--- src/rtl/watch_set_ctrl.sv ---
// watch_set_ctrl: button-driven time/date set controller for the watch_date counter.
// Captures the running time into a shadow register and edits it one field at a time.
// It then loads the edited value into the counter with a one-cycle set_time strobe.
// Ports:
//   clk, rst        - clock, asynchronous active-low reset
//   clk1sec         - one-clk pulse per second (timeout and blink timebase)
//   btn_mode/next/up/down - debounced single-cycle button pulses
//   cur_time[37:0]  - running time {year,month,day,hour,minute,second}
//   set_time        - one-cycle load strobe to the counter
//   bin_time[37:0]  - committed value, valid while set_time=1
//   editing         - high while a field is being edited
//   edit_field[2:0] - 0=none, 1=year .. 6=second
//   blink           - toggles each second while editing
//   display_time    - shadow while editing, otherwise cur_time
module watch_set_ctrl #(
    parameter int unsigned TIMEOUT_SEC = 30
) (
    input  logic        clk,
    input  logic        rst,
    input  logic        clk1sec,
    input  logic        btn_mode,
    input  logic        btn_next,
    input  logic        btn_up,
    input  logic        btn_down,
    input  logic [37:0] cur_time,
    output logic        set_time,
    output logic [37:0] bin_time,
    output logic        editing,
    output logic [2:0]  edit_field,
    output logic        blink,
    output logic [37:0] display_time
);

    // Timeout counter width; kept at 1 bit when the timeout is disabled.
    localparam int unsigned TW    = (TIMEOUT_SEC > 0) ? $clog2(TIMEOUT_SEC + 1) : 1;
    localparam int unsigned TLAST = (TIMEOUT_SEC > 0) ? TIMEOUT_SEC - 1 : 0;

    typedef struct packed {
        logic [11:0] year;
        logic [3:0]  month;
        logic [4:0]  day;
        logic [4:0]  hour;
        logic [5:0]  minute;
        logic [5:0]  second;
    } wtime_t;

    // Edit states carry their edit_field code as the encoding.
    typedef enum logic [2:0] {
        IDLE    = 3'd0,
        E_YEAR  = 3'd1,
        E_MONTH = 3'd2,
        E_DAY   = 3'd3,
        E_HOUR  = 3'd4,
        E_MIN   = 3'd5,
        E_SEC   = 3'd6,
        COMMIT  = 3'd7
    } state_t;

    state_t        state, state_next;
    wtime_t        shadow, shadow_next;
    logic [TW-1:0] tcnt, tcnt_next;
    logic          set_next, editing_next, blink_next, any_btn;
    logic [2:0]    field_next;
    logic [37:0]   bin_next;

    // Days in month, no leap years (matches the counter).
    function automatic logic [4:0] max_date(input logic [3:0] m);
        case (m)
            4'd2:                      max_date = 5'd28;
            4'd4, 4'd6, 4'd9, 4'd11:   max_date = 5'd30;
            default:                   max_date = 5'd31;
        endcase
    endfunction

    // Force a captured time into legal ranges before editing.
    function automatic wtime_t sanitize(input wtime_t t);
        wtime_t s;
        s = t;
        if (t.month == 4'd0 || t.month > 4'd12) s.month = 4'd1;
        if (t.day == 5'd0)                      s.day = 5'd1;
        else if (t.day > max_date(s.month))     s.day = max_date(s.month);
        if (t.hour > 5'd23)                     s.hour = 5'd0;
        if (t.minute > 6'd59)                   s.minute = 6'd0;
        if (t.second > 6'd59)                   s.second = 6'd0;
        return s;
    endfunction

    // Increment/decrement one field with wrap; month changes re-clamp the day.
    function automatic wtime_t step_field(input wtime_t t, input state_t f, input logic up);
        wtime_t     r;
        logic [4:0] md;
        r  = t;
        md = max_date(t.month);
        case (f)
            E_YEAR:  r.year = up ? t.year + 12'd1 : t.year - 12'd1;
            E_MONTH: begin
                if (up) r.month = (t.month >= 4'd12) ? 4'd1 : t.month + 4'd1;
                else    r.month = (t.month <= 4'd1) ? 4'd12 : t.month - 4'd1;
                md = max_date(r.month);
                if (t.day > md) r.day = md;
            end
            E_DAY: begin
                if (up) r.day = (t.day >= md) ? 5'd1 : t.day + 5'd1;
                else    r.day = (t.day <= 5'd1) ? md : t.day - 5'd1;
            end
            E_HOUR: begin
                if (up) r.hour = (t.hour >= 5'd23) ? 5'd0 : t.hour + 5'd1;
                else    r.hour = (t.hour == 5'd0) ? 5'd23 : t.hour - 5'd1;
            end
            E_MIN: begin
                if (up) r.minute = (t.minute >= 6'd59) ? 6'd0 : t.minute + 6'd1;
                else    r.minute = (t.minute == 6'd0) ? 6'd59 : t.minute - 6'd1;
            end
            E_SEC: begin
                if (up) r.second = (t.second >= 6'd59) ? 6'd0 : t.second + 6'd1;
                else    r.second = (t.second == 6'd0) ? 6'd59 : t.second - 6'd1;
            end
            default: ;
        endcase
        return r;
    endfunction

    function automatic logic is_edit(input state_t s);
        return (s != IDLE) && (s != COMMIT);
    endfunction

    // State and registered outputs.
    always_ff @(posedge clk or negedge rst) begin
        if (!rst) begin
            state      <= IDLE;
            shadow     <= '0;
            tcnt       <= '0;
            set_time   <= 1'b0;
            bin_time   <= '0;
            editing    <= 1'b0;
            edit_field <= 3'd0;
            blink      <= 1'b0;
        end else begin
            state      <= state_next;
            shadow     <= shadow_next;
            tcnt       <= tcnt_next;
            set_time   <= set_next;
            bin_time   <= bin_next;
            editing    <= editing_next;
            edit_field <= field_next;
            blink      <= blink_next;
        end
    end

    // Next state, shadow edits, timeout and output next-values.
    always_comb begin
        state_next  = state;
        shadow_next = shadow;
        tcnt_next   = tcnt;
        any_btn     = btn_mode | btn_next | btn_up | btn_down;

        case (state)
            IDLE: begin
                if (btn_mode) begin
                    shadow_next = sanitize(wtime_t'(cur_time));
                    state_next  = E_YEAR;
                    tcnt_next   = '0;
                end
            end
            COMMIT: state_next = IDLE;
            default: begin
                if (btn_mode) begin
                    state_next = IDLE;
                end else if (btn_next) begin
                    case (state)
                        E_YEAR:  state_next = E_MONTH;
                        E_MONTH: state_next = E_DAY;
                        E_DAY:   state_next = E_HOUR;
                        E_HOUR:  state_next = E_MIN;
                        E_MIN:   state_next = E_SEC;
                        default: state_next = COMMIT;
                    endcase
                end else if (btn_up || btn_down) begin
                    shadow_next = step_field(shadow, state, btn_up);
                end

                // A button press wins over a coincident second tick.
                if (any_btn) begin
                    tcnt_next = '0;
                end else if (clk1sec && (TIMEOUT_SEC > 0)) begin
                    if (tcnt == TW'(TLAST)) begin
                        state_next = IDLE;
                        tcnt_next  = '0;
                    end else begin
                        tcnt_next = tcnt + TW'(1);
                    end
                end
            end
        endcase

        set_next     = (state_next == COMMIT);
        bin_next     = set_next ? shadow : bin_time;
        editing_next = is_edit(state_next);
        field_next   = editing_next ? state_next : 3'd0;
        if (!editing_next || state == IDLE) blink_next = 1'b0;
        else                                blink_next = clk1sec ? ~blink : blink;
    end

    assign display_time = editing ? shadow : cur_time;

endmodule

--- config.mk ---
export PLATFORM = sky130hd
export DESIGN_NAME = watch_set_ctrl
export DESIGN_NICKNAME = d
export VERILOG_FILES = /design/src/rtl/watch_set_ctrl.sv
export SDC_FILE = /design/constraint.sdc
export NUM_CORES = 1
export LEC_CHECK = 0
export ABC_AREA = 1
export CORE_MARGIN = 4
export CORE_UTILIZATION = 45
export DETAILED_ROUTE_END_ITERATION = 6
export GPL_TIMING_DRIVEN = 0
export PLACE_DENSITY = 0.81
export SKIP_LAST_GASP = 1
export SLEW_MARGIN = 20
export SYNTH_ARGS = -nofsm -noshare
export SYNTH_HDL_FRONTEND = slang
export SYNTH_SLANG_ARGS = --single-unit
--- constraint.sdc ---
create_clock -name clk -period 8.4 [get_ports clk]
set_clock_uncertainty 0.2 [all_clocks]
set_input_delay 1.26 -clock clk [delete_from_list [all_inputs] [get_ports clk]]
set_output_delay 1.26 -clock clk [all_outputs]
set_load 0.005 [all_outputs]
Word level (Yosys, flattened, before mapping). Index checks and enable logic that the tools add are counted.

Register bits: 90. Input bits: 45. Output and inout port bits: 82. Logic and storage cells: 178.

Add/sub/neg operators: 13. Magnitude comparators: 13. Equal/unequal tests: 29. Muxes and demuxes: 73. Bitwise logic cells: 5. Reduce and logical (&&, ||, !) cells: 32.

Operators with widths (count): 38-bit two-way mux (5); 5-bit two-way mux (27); 38-bit one-hot mux with 2 select lines (1); 6-bit two-way mux (10); 4-bit two-way mux (12); 6-bit AND reduction (5); 4-bit by 3-bit equality test with 1-bit output (second input constant) (6); 4-bit equality test (second input constant) (6); 12-bit two-way mux (2); 3-bit two-way mux (7); 5-bit one-hot mux with 2 select lines (2); 5-bit by 1-bit adder with 5-bit output (second input constant) (3); 3-bit equality test (second input constant) (5); 3-bit one-hot mux with 5 select lines (1); 2-bit nonzero test (7); 12-bit by 1-bit adder with 12-bit output (second input constant) (1); 6-bit by 1-bit adder with 6-bit output (second input constant) (2); 4-bit by 2-bit equality test with 1-bit output (second input constant) (3); 6-bit greater-or-equal comparator (second input constant) (2); 6-bit > comparator (second input constant) (2); 6-bit logical NOT (2); 2-bit one-hot mux with 2 select lines (3); 4-bit OR reduction (3); 12-bit by 1-bit subtractor with 12-bit output (second input constant) (1); other kinds (32) (47).

Depth between registers and ports, before layout.
Depth in word-level cells: 23. Depth in mapped cells: 18. Gate-level depth less buffers: 18.

Worst setup path after synthesis. OpenSTA, ideal clock, no wires.

Path type: input to register. Start point: input port btn_up. End point: register shadow[31] in the netlist's numbering. Setup time: 0.066 ns. Arrival time: 3.303 ns. Required time: 8.134 ns. Path slack: 4.831 ns. Stages on the path: 12. Path buffers: 2. Path through: buf_2 > inv_2 > clkbuf_1 > ha_1 > a21oi_1 > nand2_1 > inv_1 > o21ai_0 > or2_2 > nand3_1 > o211ai_1 > nand2_1.

Cells in the longest elaborated chain, start to end: 6. Elaborated cells on any way between the ends: 9. Those cells by class: mux (6); reduce/logical (3).

Ends and longest elaborated chain: start: declaration (line 23) `input logic btn_up,`; 12-bit two-way mux (line 95) `E_YEAR: r.year = up ? t.year + 12'd1 : t.year - 12'd1;`; 12-bit two-way mux (line 94) `case (f)`; 38-bit two-way mux (line 178) `end else if (btn_up || btn_down) begin`; 38-bit two-way mux (line 169) `end else if (btn_next) begin`; 38-bit two-way mux (line 167) `if (btn_mode) begin`; 38-bit one-hot mux with 2 select lines (line 157) `case (state)`; end signal: assignment (line 140) `shadow <= shadow_next;`; end: declaration (line 60) `wtime_t shadow, shadow_next;`.

Parallel ways exist; a longest one is shown, timed or not. The select of a mux whose other input is x is not followed. A chain may end at the register's enable or synchronous reset.

Final worst setup path.
Start point: input port cur_time[16]. End point: output port display_time[16].

Cells in the longest elaborated chain, start to end: 1.

Ends and longest elaborated chain: start: declaration (line 25) `input logic [37:0] cur_time,`; 38-bit two-way mux (line 204) `assign display_time = editing ? shadow : cur_time;`; end: declaration (line 31) `output logic [37:0] display_time`.

Every way passes these cells.

==> impl_results.md <==
- #FFs+latches synth: 90
- Synth Net Count: 1,023
- DRC viols: 0
- Switching power: 1.41 mW
- Pre-antenna DRT Iters: 6
- Vias/cell: 5.46
- Worst Hold Class: register to register
- Pleak: 4.04 nW
- IO buf count: 125
- ANT nets after route: 0
- Setup violators final: 0
- Routed len/inst: 15.8 microns
- Largest net degree at the start of global routing: 48
- Sequential fraction of design power: 25.2%
- Worst-path clk slew: 0.07 ns
- Yosys warns: 0
- Max-cap violations: 0
- Main flop type after synthesis: dfrtp_1
- Final worst setup slack: 4.13 ns
- Complex-gate fraction of the synthesized area: 18.3%
- Total Routing Usage GR: 24.7%
- Wl on met1: 8730 microns
- Status: completed
- Main combinational cell family by area after synthesis: simple AND/OR/NAND/NOR gates
- Filler cells: 1,256
- Synthesized-area fraction occupied by and/or/nand/nor cells: 28.4%
- Layout cell share with drive strength beyond 1: 4.24%
- Clock Power Share: 15.8%
- Setup crit start kind: input port
- Cell area power density: 379 mW/mm^2
- Xor/xnor share of the synthesized area: 2.05%
- Max layer used: met4
- Core footprint: 0.0139 sq mm
- Post-CTS Resized: 0
- Hold Vio Cnt, Final: 0
- Total Wirelength: 20,000 microns
- Slew HR: 49.6%
- Crit share post-route: 50.9%
- Starting Density: 46.1%
- Post-synth EDFFs: 0
- GRT Residual Overflow: 0
- Initial antenna violation count: 0
- I/O pin cnt: 127
- RSZ-0062 raised after global routing: no
- Final core occ: 59.5%
- Max FO, Critical Path: 4
- CP endpoint kind: primary output
- Internal Power: 1.73 mW
- P&R area growth vs syn: 29.0%
- Avg Inst Size Synth: 6.80 sq um
- CTS tree: yes
- Post-synthesis sequential area ratio: 35.1%
- FMAX: 234 MHz
- Die height: 127 microns
- DR WL met3: 1700 microns
- Critical Path RT: 6.94 ns
- Peak supply drop: 190 uV
- Final TNS setup: 0 ns
- Met2 wire length: 9100 microns
- Syn Std Cell Area: 0.00642 sq mm
- Detail Placement HPWL: 14,800 microns
- Mux share of post-synthesis cell area: 0.331%
- Worst skew pair latency: 0.36 ns
- Clock buffer count from CTS: 9
- Post-synthesis adder-cell area fraction: 6.74%
- Switching Fraction: 44.9%
- Num rows: 43
- Number of global-route vias before repair: 6,406
- Setup Crit Path Kind: input port to primary output
- Cell variety after synth: 41
- Dpl ws: 4.19 ns
- Fraction of registers with async set/reset: 100%
- Combinational power share: 58.9%
- Htree depth: 3
- Sink Count: 90
- 1st-iter DRT viols: 788
- Time the worst path needs with I/O delays and setup: 4.27 ns
- Post-Synthesis Cells: 944
- DIE WIDTH: 127 microns
- Setup repair bufs after CTS: 0
- Final Max Tran Viols: 0
- Inserted Diodes: 0
- First-pass GRT wire length: 32,000 microns
- Routability Congestion: 0.935
- Hold Buf Count CTS: 0
- Arrival time of the worst setup path: 2.81 ns
- Die area: 0.0162 sq mm
- DR vias: 6,901
- Layout net count: 1,160
- CTS Buffer Depth: 2
- Worst-margin pin slew: 0.756 ns
- Root Driver: clkbuf_16
## final timing paths
path	start	to	slack, ns	cells past startpoint
worst min-delay path	bin_time[36]$_DFFE_PN0P_	bin_time[36]$_DFFE_PN0P_	0.28	2
max in group asynchronous	rst	bin_time[19]$_DFFE_PN0P_	6.80	2
worst max-delay path	cur_time[16]	display_time[16]	4.13	4
min in group asynchronous	rst	set_time$_DFF_PN0_	0.61	1
worst max register to register	shadow[22]$_DFFE_PN0P_	shadow[21]$_DFFE_PN0P_	5.08	18
worst min register to register	bin_time[36]$_DFFE_PN0P_	bin_time[36]$_DFFE_PN0P_	0.28	2
## per-stage QoR
| step | hold WS (ns) | instances | area (sq um) | power, mW |
|---|---|---|---|---|
| 3_5_place_dp | 0.264 | 1250 | 7930 | 2.61 |
| 2_1_floorplan | 0.272 | 944 | 6420 | 1.83 |
| 6_report | 0.278 | 1265 | 8280 | 3.14 |
| 3_3_place_gp | 0.265 | 1249 | 7900 | 2.58 |
| 4_1_cts | 0.283 | 1265 | 8280 | 3.13 |
| 5_1_grt | 0.303 | 1265 | 8280 | 3.41 |
## worst max-delay path, cell delays in order
cell and delay [ns]:
clkdlybuf4s50_1 0.52, inv_1 0.05, o21ai_0 0.39, clkdlybuf4s50_1 0.60
## per-layer routing
metal	global-route usage, %	up-vias
met5	0	-
met4	10.6	0
met3	4.52	32
met2	38.4	311
met1	33.8	3183
li1	-	3375
## area by class of cell
cell class                 instances  area (sq um)  area share, %
multi-input combinational        710          3580           43.3
sequential                        90          2250           27.2
timing repair buffer             126          1280           15.5
inverter                         111           419           5.06
clock buffer                      10           229           2.76
tap                              180           225           2.72
buffer                            33           168           2.02
clock inverter                     5           128           1.54
## sequential cells by signal (all words and copies together), names as in the netlist
signal	cells
edit_field	3
shadow	38
bin_time	38
state	3
blink	1
tcnt	5
set_time	1
editing	1
## kinds of logic (layout without fill, tap and decap cells)
family | after synthesis | in the layout
AND/OR/NAND/NOR | 440 | 440
AO/OA/AOI/OAI | 219 | 219
buffers and inverters | 144 | 285
flip-flops | 90 | 90
adder cells (fa/ha/maj) | 34 | 34
XOR/XNOR | 15 | 15
multiplexers | 2 | 2
## synth_stat cells (2+ instances only)
master | number | share of area (%)
inv_2 | 7 | 0.41
a32oi_1 | 2 | 0.27
nor3b_1 | 2 | 0.23
o21ai_0 | 110 | 8.6
a21oi_1 | 59 | 4.6
buf_6 | 4 | 0.70
nor2_1 | 74 | 4.3
a22oi_1 | 7 | 0.82
clkbuf_1 | 22 | 1.3
nand2_1 | 268 | 16
dfrtp_1 | 90 | 35
buf_4 | 2 | 0.23
o21bai_1 | 2 | 0.23
nand4_1 | 13 | 1.3
or2_2 | 4 | 0.39
nor3_1 | 9 | 0.70
a31oi_1 | 6 | 0.58
xor2_1 | 14 | 1.9
buf_2 | 4 | 0.31
nand3_1 | 63 | 4.9
ha_1 | 33 | 6.4
o21ai_1 | 18 | 1.4
o22ai_1 | 2 | 0.19
o211ai_1 | 10 | 1.2
inv_1 | 103 | 6.0
## cells in the final DEF, fill, tap and decap left out, types with 2 or more instances in the layout
| master | instances |
|---|---|
| clkbuf_1 | 22 |
| nor2_1 | 74 |
| o21ai_0 | 110 |
| nand4_1 | 13 |
| buf_2 | 4 |
| o22ai_1 | 2 |
| nor3b_1 | 2 |
| dfrtp_1 | 90 |
| o21bai_1 | 2 |
| o21ai_1 | 18 |
| xor2_1 | 14 |
| buf_6 | 5 |
| nor3_1 | 9 |
| nand2_1 | 268 |
| a31oi_1 | 6 |
| ha_1 | 33 |
| a22oi_1 | 7 |
| inv_2 | 7 |
| buf_4 | 2 |
| bufinv_16 | 4 |
| a32oi_1 | 2 |
| clkbuf_16 | 9 |
| nand3_1 | 63 |
| o211ai_1 | 10 |
| clkdlybuf4s50_1 | 124 |
| a21oi_1 | 59 |
| inv_1 | 103 |
| or2_2 | 4 |
## power by group through the flow
stage	logic, mW	clock network [mW]	registers, mW
3_5_place_dp	1.82	0	0.793
6_report	1.85	0.497	0.793
5_1_grt	2.07	0.519	0.819
3_3_place_gp	1.79	0	0.791
2_1_floorplan	1.07	0	0.762
4_1_cts	1.83	0.503	0.788
Note: power is estimated with default switching activity, not from simulation.
